$ cat config.mk
export PLATFORM = sky130hd
export DESIGN_NAME = digit_combiner_sec_flat
export DESIGN_NICKNAME = d
export VERILOG_FILES = /design/src/rtl/digit_pkg.sv /design/src/rtl/digit_combiner_sec_if.sv /design/src/rtl/bcd2_to_bin.sv /design/src/rtl/digit_combiner_sec.sv /design/src/flat_wrapper.sv
export SDC_FILE = /design/constraint.sdc
export NUM_CORES = 1
export LEC_CHECK = 0
export CELL_PAD_IN_SITES_DETAIL_PLACEMENT = 1
export CELL_PAD_IN_SITES_GLOBAL_PLACEMENT = 1
export CORE_ASPECT_RATIO = 1.25
export CORE_MARGIN = 5
export CORE_UTILIZATION = 40
export DETAILED_ROUTE_END_ITERATION = 7
export PLACE_DENSITY = 0.77
export REMOVE_ABC_BUFFERS = 1
export SYNTH_ARGS = -nofsm -noshare
export SYNTH_HDL_FRONTEND = slang
export SYNTH_SLANG_ARGS = --single-unit
$ cat constraint.sdc
create_clock -name i_clk -period 5.5 [get_ports i_clk]
set_clock_uncertainty 0.1 [all_clocks]
set_input_delay 0.55 -clock i_clk [delete_from_list [all_inputs] [get_ports i_clk]]
set_output_delay 0.55 -clock i_clk [all_outputs]
set_load 0.005 [all_outputs]
$ cat src/rtl/digit_pkg.sv
// digit_pkg: state encoding, digit limits and position indices shared by the digit combiner
package digit_pkg;
  localparam logic [2:0] S_D3     = 3'd0;
  localparam logic [2:0] S_D2     = 3'd1;
  localparam logic [2:0] S_D1     = 3'd2;
  localparam logic [2:0] S_D0     = 3'd3;
  localparam logic [2:0] S_COMMIT = 3'd4;
  localparam logic [3:0] MAX_DIGIT = 4'd9;
  localparam logic [3:0] MAX_TENS  = 4'd5;
  localparam logic [1:0] IDX_MIN_T = 2'd3;
  localparam logic [1:0] IDX_MIN_O = 2'd2;
  localparam logic [1:0] IDX_SEC_T = 2'd1;
  localparam logic [1:0] IDX_SEC_O = 2'd0;
endpackage

$ cat src/rtl/digit_combiner_sec_if.sv
// digit_combiner_sec_if: digit entry bus and committed mm:ss result
interface digit_combiner_sec_if;
  logic [3:0] i_digit;
  logic       i_digit_valid;
  logic       i_clear;
  logic       o_ready;
  logic [1:0] o_digit_idx;
  logic [5:0] o_min;
  logic [6:0] o_sec;
  logic       o_valid;
  logic       o_err;
  modport master (output i_digit, i_digit_valid, i_clear,
                  input  o_ready, o_digit_idx, o_min, o_sec, o_valid, o_err);
  modport slave  (input  i_digit, i_digit_valid, i_clear,
                  output o_ready, o_digit_idx, o_min, o_sec, o_valid, o_err);
endinterface

$ cat src/rtl/bcd2_to_bin.sv
// bcd2_to_bin: two BCD digits to binary value tens*10+ones
module bcd2_to_bin (
  input  logic [3:0] tens,
  input  logic [3:0] ones,
  output logic [6:0] bin
);
  assign bin = 7'(tens) * 7'd10 + 7'(ones);
endmodule

$ cat src/rtl/digit_combiner_sec.sv
// digit_combiner_sec: collects four BCD digits (mm:ss) and commits them as binary minutes/seconds
module digit_combiner_sec
  import digit_pkg::*;
(
  input  logic i_clk,
  input  logic i_reset_n,
  digit_combiner_sec_if.slave bus
);
  logic [2:0] state;
  logic [3:0] min_t, min_o, sec_t, sec_o;
  logic [6:0] min_bin, sec_bin;
  logic       accept, illegal, unused_min_msb;
  bcd2_to_bin u_min (.tens(min_t), .ones(min_o), .bin(min_bin));
  bcd2_to_bin u_sec (.tens(sec_t), .ones(sec_o), .bin(sec_bin));
  assign unused_min_msb = min_bin[6];
  assign bus.o_ready = state != S_COMMIT;
  assign bus.o_digit_idx = state == S_D3 ? IDX_MIN_T :
                           state == S_D2 ? IDX_MIN_O :
                           state == S_D1 ? IDX_SEC_T : IDX_SEC_O;
  assign accept  = bus.i_digit_valid && bus.o_ready;
  assign illegal = bus.i_digit > MAX_DIGIT ||
                   ((bus.o_digit_idx == IDX_MIN_T || bus.o_digit_idx == IDX_SEC_T) && bus.i_digit > MAX_TENS);
  // clear beats everything; commit loads results; bad digits abort; good digits advance the position
  always_ff @(posedge i_clk or negedge i_reset_n) begin
    if (!i_reset_n) begin
      state     <= S_D3;
      {min_t, min_o, sec_t, sec_o} <= '0;
      bus.o_min   <= '0;
      bus.o_sec   <= '0;
      bus.o_valid <= 1'b0;
      bus.o_err   <= 1'b0;
    end else begin
      bus.o_valid <= 1'b0;
      bus.o_err   <= 1'b0;
      if (bus.i_clear) begin
        state <= S_D3;
        {min_t, min_o, sec_t, sec_o} <= '0;
      end else if (state == S_COMMIT) begin
        bus.o_min   <= min_bin[5:0];
        bus.o_sec   <= sec_bin;
        bus.o_valid <= 1'b1;
        state       <= S_D3;
        {min_t, min_o, sec_t, sec_o} <= '0;
      end else if (accept && illegal) begin
        bus.o_err <= 1'b1;
        state     <= S_D3;
        {min_t, min_o, sec_t, sec_o} <= '0;
      end else if (accept) begin
        min_t <= state == S_D3 ? bus.i_digit : min_t;
        min_o <= state == S_D2 ? bus.i_digit : min_o;
        sec_t <= state == S_D1 ? bus.i_digit : sec_t;
        sec_o <= state == S_D0 ? bus.i_digit : sec_o;
        state <= state + 3'd1;
      end
    end
  end
endmodule

$ cat src/flat_wrapper.sv
// flat-port wrapper written by rule: the top's interface ports become plain ports
module digit_combiner_sec_flat import digit_pkg::*;
  (i_clk, i_reset_n, bus_i_digit, bus_i_digit_valid, bus_i_clear, bus_o_ready, bus_o_digit_idx, bus_o_min, bus_o_sec, bus_o_valid, bus_o_err);
  digit_combiner_sec_if bus_i ();
  input  logic i_clk;
  input  logic i_reset_n;
  input wire logic [$bits(bus_i.i_digit)-1:0] bus_i_digit;
  input wire logic [$bits(bus_i.i_digit_valid)-1:0] bus_i_digit_valid;
  input wire logic [$bits(bus_i.i_clear)-1:0] bus_i_clear;
  output wire logic [$bits(bus_i.o_ready)-1:0] bus_o_ready;
  output wire logic [$bits(bus_i.o_digit_idx)-1:0] bus_o_digit_idx;
  output wire logic [$bits(bus_i.o_min)-1:0] bus_o_min;
  output wire logic [$bits(bus_i.o_sec)-1:0] bus_o_sec;
  output wire logic [$bits(bus_i.o_valid)-1:0] bus_o_valid;
  output wire logic [$bits(bus_i.o_err)-1:0] bus_o_err;
  assign bus_i.i_digit = bus_i_digit;
  assign bus_i.i_digit_valid = bus_i_digit_valid;
  assign bus_i.i_clear = bus_i_clear;
  assign bus_o_ready = bus_i.o_ready;
  assign bus_o_digit_idx = bus_i.o_digit_idx;
  assign bus_o_min = bus_i.o_min;
  assign bus_o_sec = bus_i.o_sec;
  assign bus_o_valid = bus_i.o_valid;
  assign bus_o_err = bus_i.o_err;
  digit_combiner_sec u_core (.i_clk(i_clk), .i_reset_n(i_reset_n), .bus(bus_i));
endmodule
==> reports/summary.json <==
{
  "setup_path": {
    "worst-endpoint-arrival_ps": 1940,
    "worst_setup_start_kind": "register",
    "crit_required_ps": 4850,
    "critical_path_peak_fanout": 11,
    "setup_crit_start": "u_core.state[0]$_DFFE_PN0P_",
    "critical_path_class": "register to primary output",
    "regToRegStartpoint": "u_core.sec_t[1]$_DFFE_PN0P_",
    "critPathCaptureType": "primary output"
  },
  "drt": {
    "wire_per_inst_um": 14.3,
    "vias": 1441,
    "drc": 0,
    "firstDrtPassIters": 4,
    "detail_route_antenna_nets": 0,
    "detailed_route_iter0_violations": 24,
    "drt-total-wl_um": 4040,
    "drt-vias-per-instance": 5.09
  },
  "final_layout": {
    "area_delta_synth_final_pct": 21.6,
    "multiInputGateArea_um2": 941,
    "layout.nets": 252,
    "fill_cells": 552,
    "post_route_cells_drive_above_1_share_pct": 5.33,
    "design_area_um2": 2280,
    "seq_area_um2": 851,
    "antenna_cells_inserted": 0
  },
  "clocking": {
    "clkSinkCount": 34,
    "clock_tree.htree_level_count": 2,
    "ctsHoldBuffers": 0,
    "tritoncts_clock_tree": "done",
    "post_cts_resized": 0,
    "cts-root-to-sink-buffers": 2,
    "tritoncts.num_buffers": 5,
    "cts_root_buf": "sky130_fd_sc_hd__clkbuf_8",
    "cts_setup_buffers": 0,
    "clock_pin_slew_on_the_worst_setup_and_hold_paths_ps": 70,
    "worst_skew_pair.late_latency_ps": 290
  },
  "timing": {
    "maxSlewViolCount": 0,
    "worst_slew_margin_rel_pct": 58.5,
    "rsz0062_at_grt": "false",
    "hold_violation_count_in_the_final_report": 0,
    "timing.final.ws_setup_ps": 2910,
    "max_freq_ghz": 0.386,
    "final_period_minus_worst_setup_slack_ps": 2590,
    "slew_of_the_pin_with_the_lowest_slew_margin_ps": 620,
    "timing.setup.tns_ps": 0,
    "finalSetupViolCount": 0,
    "fraction_of_the_cycle_the_final_worst_path_needs_pct": 47.1,
    "fin_hold_ws_ps": 374
  },
  "logic_synthesis": {
    "postSynthAreaPerCell_um2": 9.45,
    "synth-seq-cells": 34,
    "synth_top_flop_cell": "sky130_fd_sc_hd__dfrtp_1",
    "synth-async-reset-ratio_pct": 100,
    "netlist_top_cells_area": "sky130_fd_sc_hd__dfrtp_1 45%, sky130_fd_sc_hd__ha_1 11%, sky130_fd_sc_hd__nand2_1 8.0%",
    "synth_enable_flop_cells": 0,
    "ys_warnings": 0,
    "synth.distinct_cells": 28,
    "syn-instance-count": 198,
    "synth_area_um2": 1870,
    "synth.yosys.seq_area_share_pct": 45.5,
    "post-synth-top-area-cell": "sky130_fd_sc_hd__dfrtp_1",
    "post-synth-top-count-cell": "sky130_fd_sc_hd__nand2_1",
    "synth_top_cell_area_share_pct": 45.5,
    "ranking_of_synthesized_cells_by_instance_count": "40 x sky130_fd_sc_hd__nand2_1, 34 x sky130_fd_sc_hd__dfrtp_1, 18 x sky130_fd_sc_hd__nand3_1"
  },
  "pwr": {
    "static_power_due_to_leakage_uw": 0.00106,
    "p_per_area_nw_per_um2": 274,
    "vdd_drop_max_mv": 0.131
  },
  "floorplan": {
    "number_of_placement_rows": 27,
    "die_area_um2": 6160,
    "fp.coreArea_um2": 4460,
    "initial_core_util_pct": 42.0,
    "top_level_ports": 26,
    "die_x_um": 71.2,
    "chipHeight_um": 86.5
  },
  "placed_design": {
    "pre_cts_slack_ps": 3020,
    "detailed_place_hpwl_um": 2860,
    "io_buf_count": 25,
    "globalplace.congestion": 0.783,
    "place_area_um2": 2170
  },
  "global_route": {
    "grt_pass1_wl_um": 6950,
    "grt_remaining_overflow": 0,
    "grt_pass1_vias": 1483,
    "grt_start_max_net_pins": 35,
    "grt_antenna_before_repair": 0,
    "grt_usage_pct": 14.4
  },
  "run_status": {
    "result_of_the_run": "complete, no violations"
  },
  "hold_path": {
    "holdCritStartpoint": "u_core.bus.o_min[2]$_DFFE_PN0P_",
    "hold_path.class": "register to register"
  },
  "flow_run": {
    "drv_cap": 0
  }
}
==> kinds of logic (layout without fill, tap and decap cells) <==
family / after synthesis / after routing / share of synthesized area (%)
AO/OA/AOI/OAI: 40 / 40 / 12.9
multiplexers: 1 / 1 / 0.535
flip-flops: 34 / 34 / 45.5
AND/OR/NAND/NOR: 73 / 73 / 17.1
adder cells (fa/ha/maj): 20 / 20 / 14.6
XOR/XNOR: 11 / 11 / 5.15
buffers and inverters: 19 / 46 / 4.28
==> worst paths after layout <==
| path | depth (start not counted) | slack [ps] | endpoint |
|---|---|---|---|
| setup / recovery | 5 | 2910 | bus_o_digit_idx[1] |
| hold / removal | 2 | 370 | u_core.bus.o_min[2]$_DFFE_PN0P_ |
| setup reg to reg | 7 | 3160 | u_core.bus.o_sec[6]$_DFFE_PN0P_ |
| hold reg to reg | 2 | 370 | u_core.bus.o_min[2]$_DFFE_PN0P_ |
| max in group asynchronous | 2 | 4400 | u_core.sec_t[2]$_DFFE_PN0P_ |
| min in group asynchronous | 2 | 580 | u_core.bus.o_err$_DFF_PN0_ |
==> per-layer routing <==
| layer | track usage (%) | routed length (um) |
|---|---|---|
| met1 | 17.7 | 1800 |
| met2 | 24.5 | 1990 |
| met3 | 3.25 | 171 |
| met4 | 5.64 | 71 |
| met5 | 0 | 0 |
==> stage by stage <==
stage	util (%)	power, uW	instances
6_report	51.0	623	283
5_1_grt	51.0	655	283
4_1_cts	51.0	632	283
3_5_place_dp	48.6	406	275
3_3_place_gp	48.6	403	275
2_1_floorplan	-	339	191
==> layout make-up <==
class                      count  share of cell area [%]
clock buffer                   5                    3.02
inverter                      12                    1.98
multi-input combinational    145                    41.3
clock inverter                 3                    1.76
sequential                    34                    37.4
tap                           58                    3.19
timing repair buffer          26                    11.3
==> power breakdown <==
group / switching [uW] / leakage, uW / total (uW) / internal (uW)
Combinational: 54.2 / 0.000534 / 116 / 61.4
Clock: 89.7 / 0.0000579 / 223 / 133
Sequential: 13.2 / 0.000464 / 284 / 271
==> cells in the final DEF (no fill, tap or decap) <==
master	instances
sky130_fd_sc_hd__nand2_1	40
sky130_fd_sc_hd__dfrtp_1	34
sky130_fd_sc_hd__clkdlybuf4s50_1	25
sky130_fd_sc_hd__nand3_1	18
sky130_fd_sc_hd__ha_1	17
sky130_fd_sc_hd__o21ai_0	14
sky130_fd_sc_hd__a21oi_1	14
sky130_fd_sc_hd__inv_1	12
sky130_fd_sc_hd__xnor2_1	7
sky130_fd_sc_hd__nor2_1	6
sky130_fd_sc_hd__clkbuf_8	5
sky130_fd_sc_hd__xor2_1	4
sky130_fd_sc_hd__o2bb2ai_1	4
sky130_fd_sc_hd__and2_1	4
sky130_fd_sc_hd__a21o_1	3
sky130_fd_sc_hd__fa_1	3
sky130_fd_sc_hd__nor2b_1	2
sky130_fd_sc_hd__clkinv_2	2
sky130_fd_sc_hd__nor2_2	1
sky130_fd_sc_hd__or2_2	1
sky130_fd_sc_hd__o21a_1	1
sky130_fd_sc_hd__o2111a_1	1
sky130_fd_sc_hd__and2b_1	1
sky130_fd_sc_hd__a211o_2	1
sky130_fd_sc_hd__mux2i_1	1
sky130_fd_sc_hd__a211oi_1	1
sky130_fd_sc_hd__o21bai_1	1
sky130_fd_sc_hd__bufinv_16	1
sky130_fd_sc_hd__buf_4	1
==> worst max-delay path, cell delays in order (launching register included) <==
cell and delay [ps]:
sky130_fd_sc_hd__dfrtp_1 450, sky130_fd_sc_hd__inv_1 110, sky130_fd_sc_hd__ha_1 400, sky130_fd_sc_hd__nor2_1 90, sky130_fd_sc_hd__nor2_1 90, sky130_fd_sc_hd__clkdlybuf4s50_1 510
==> sequential cells by signal (all words and copies together), names as in the netlist <==
signal / cells
u_core.min_o: 4
u_core.sec_t: 4
u_core.bus.o_valid: 1
u_core.sec_o: 4
u_core.min_t: 4
u_core.state: 3
u_core.bus.o_sec: 7
u_core.bus.o_min: 6
u_core.bus.o_err: 1
(Power assumes the default switching activity.)
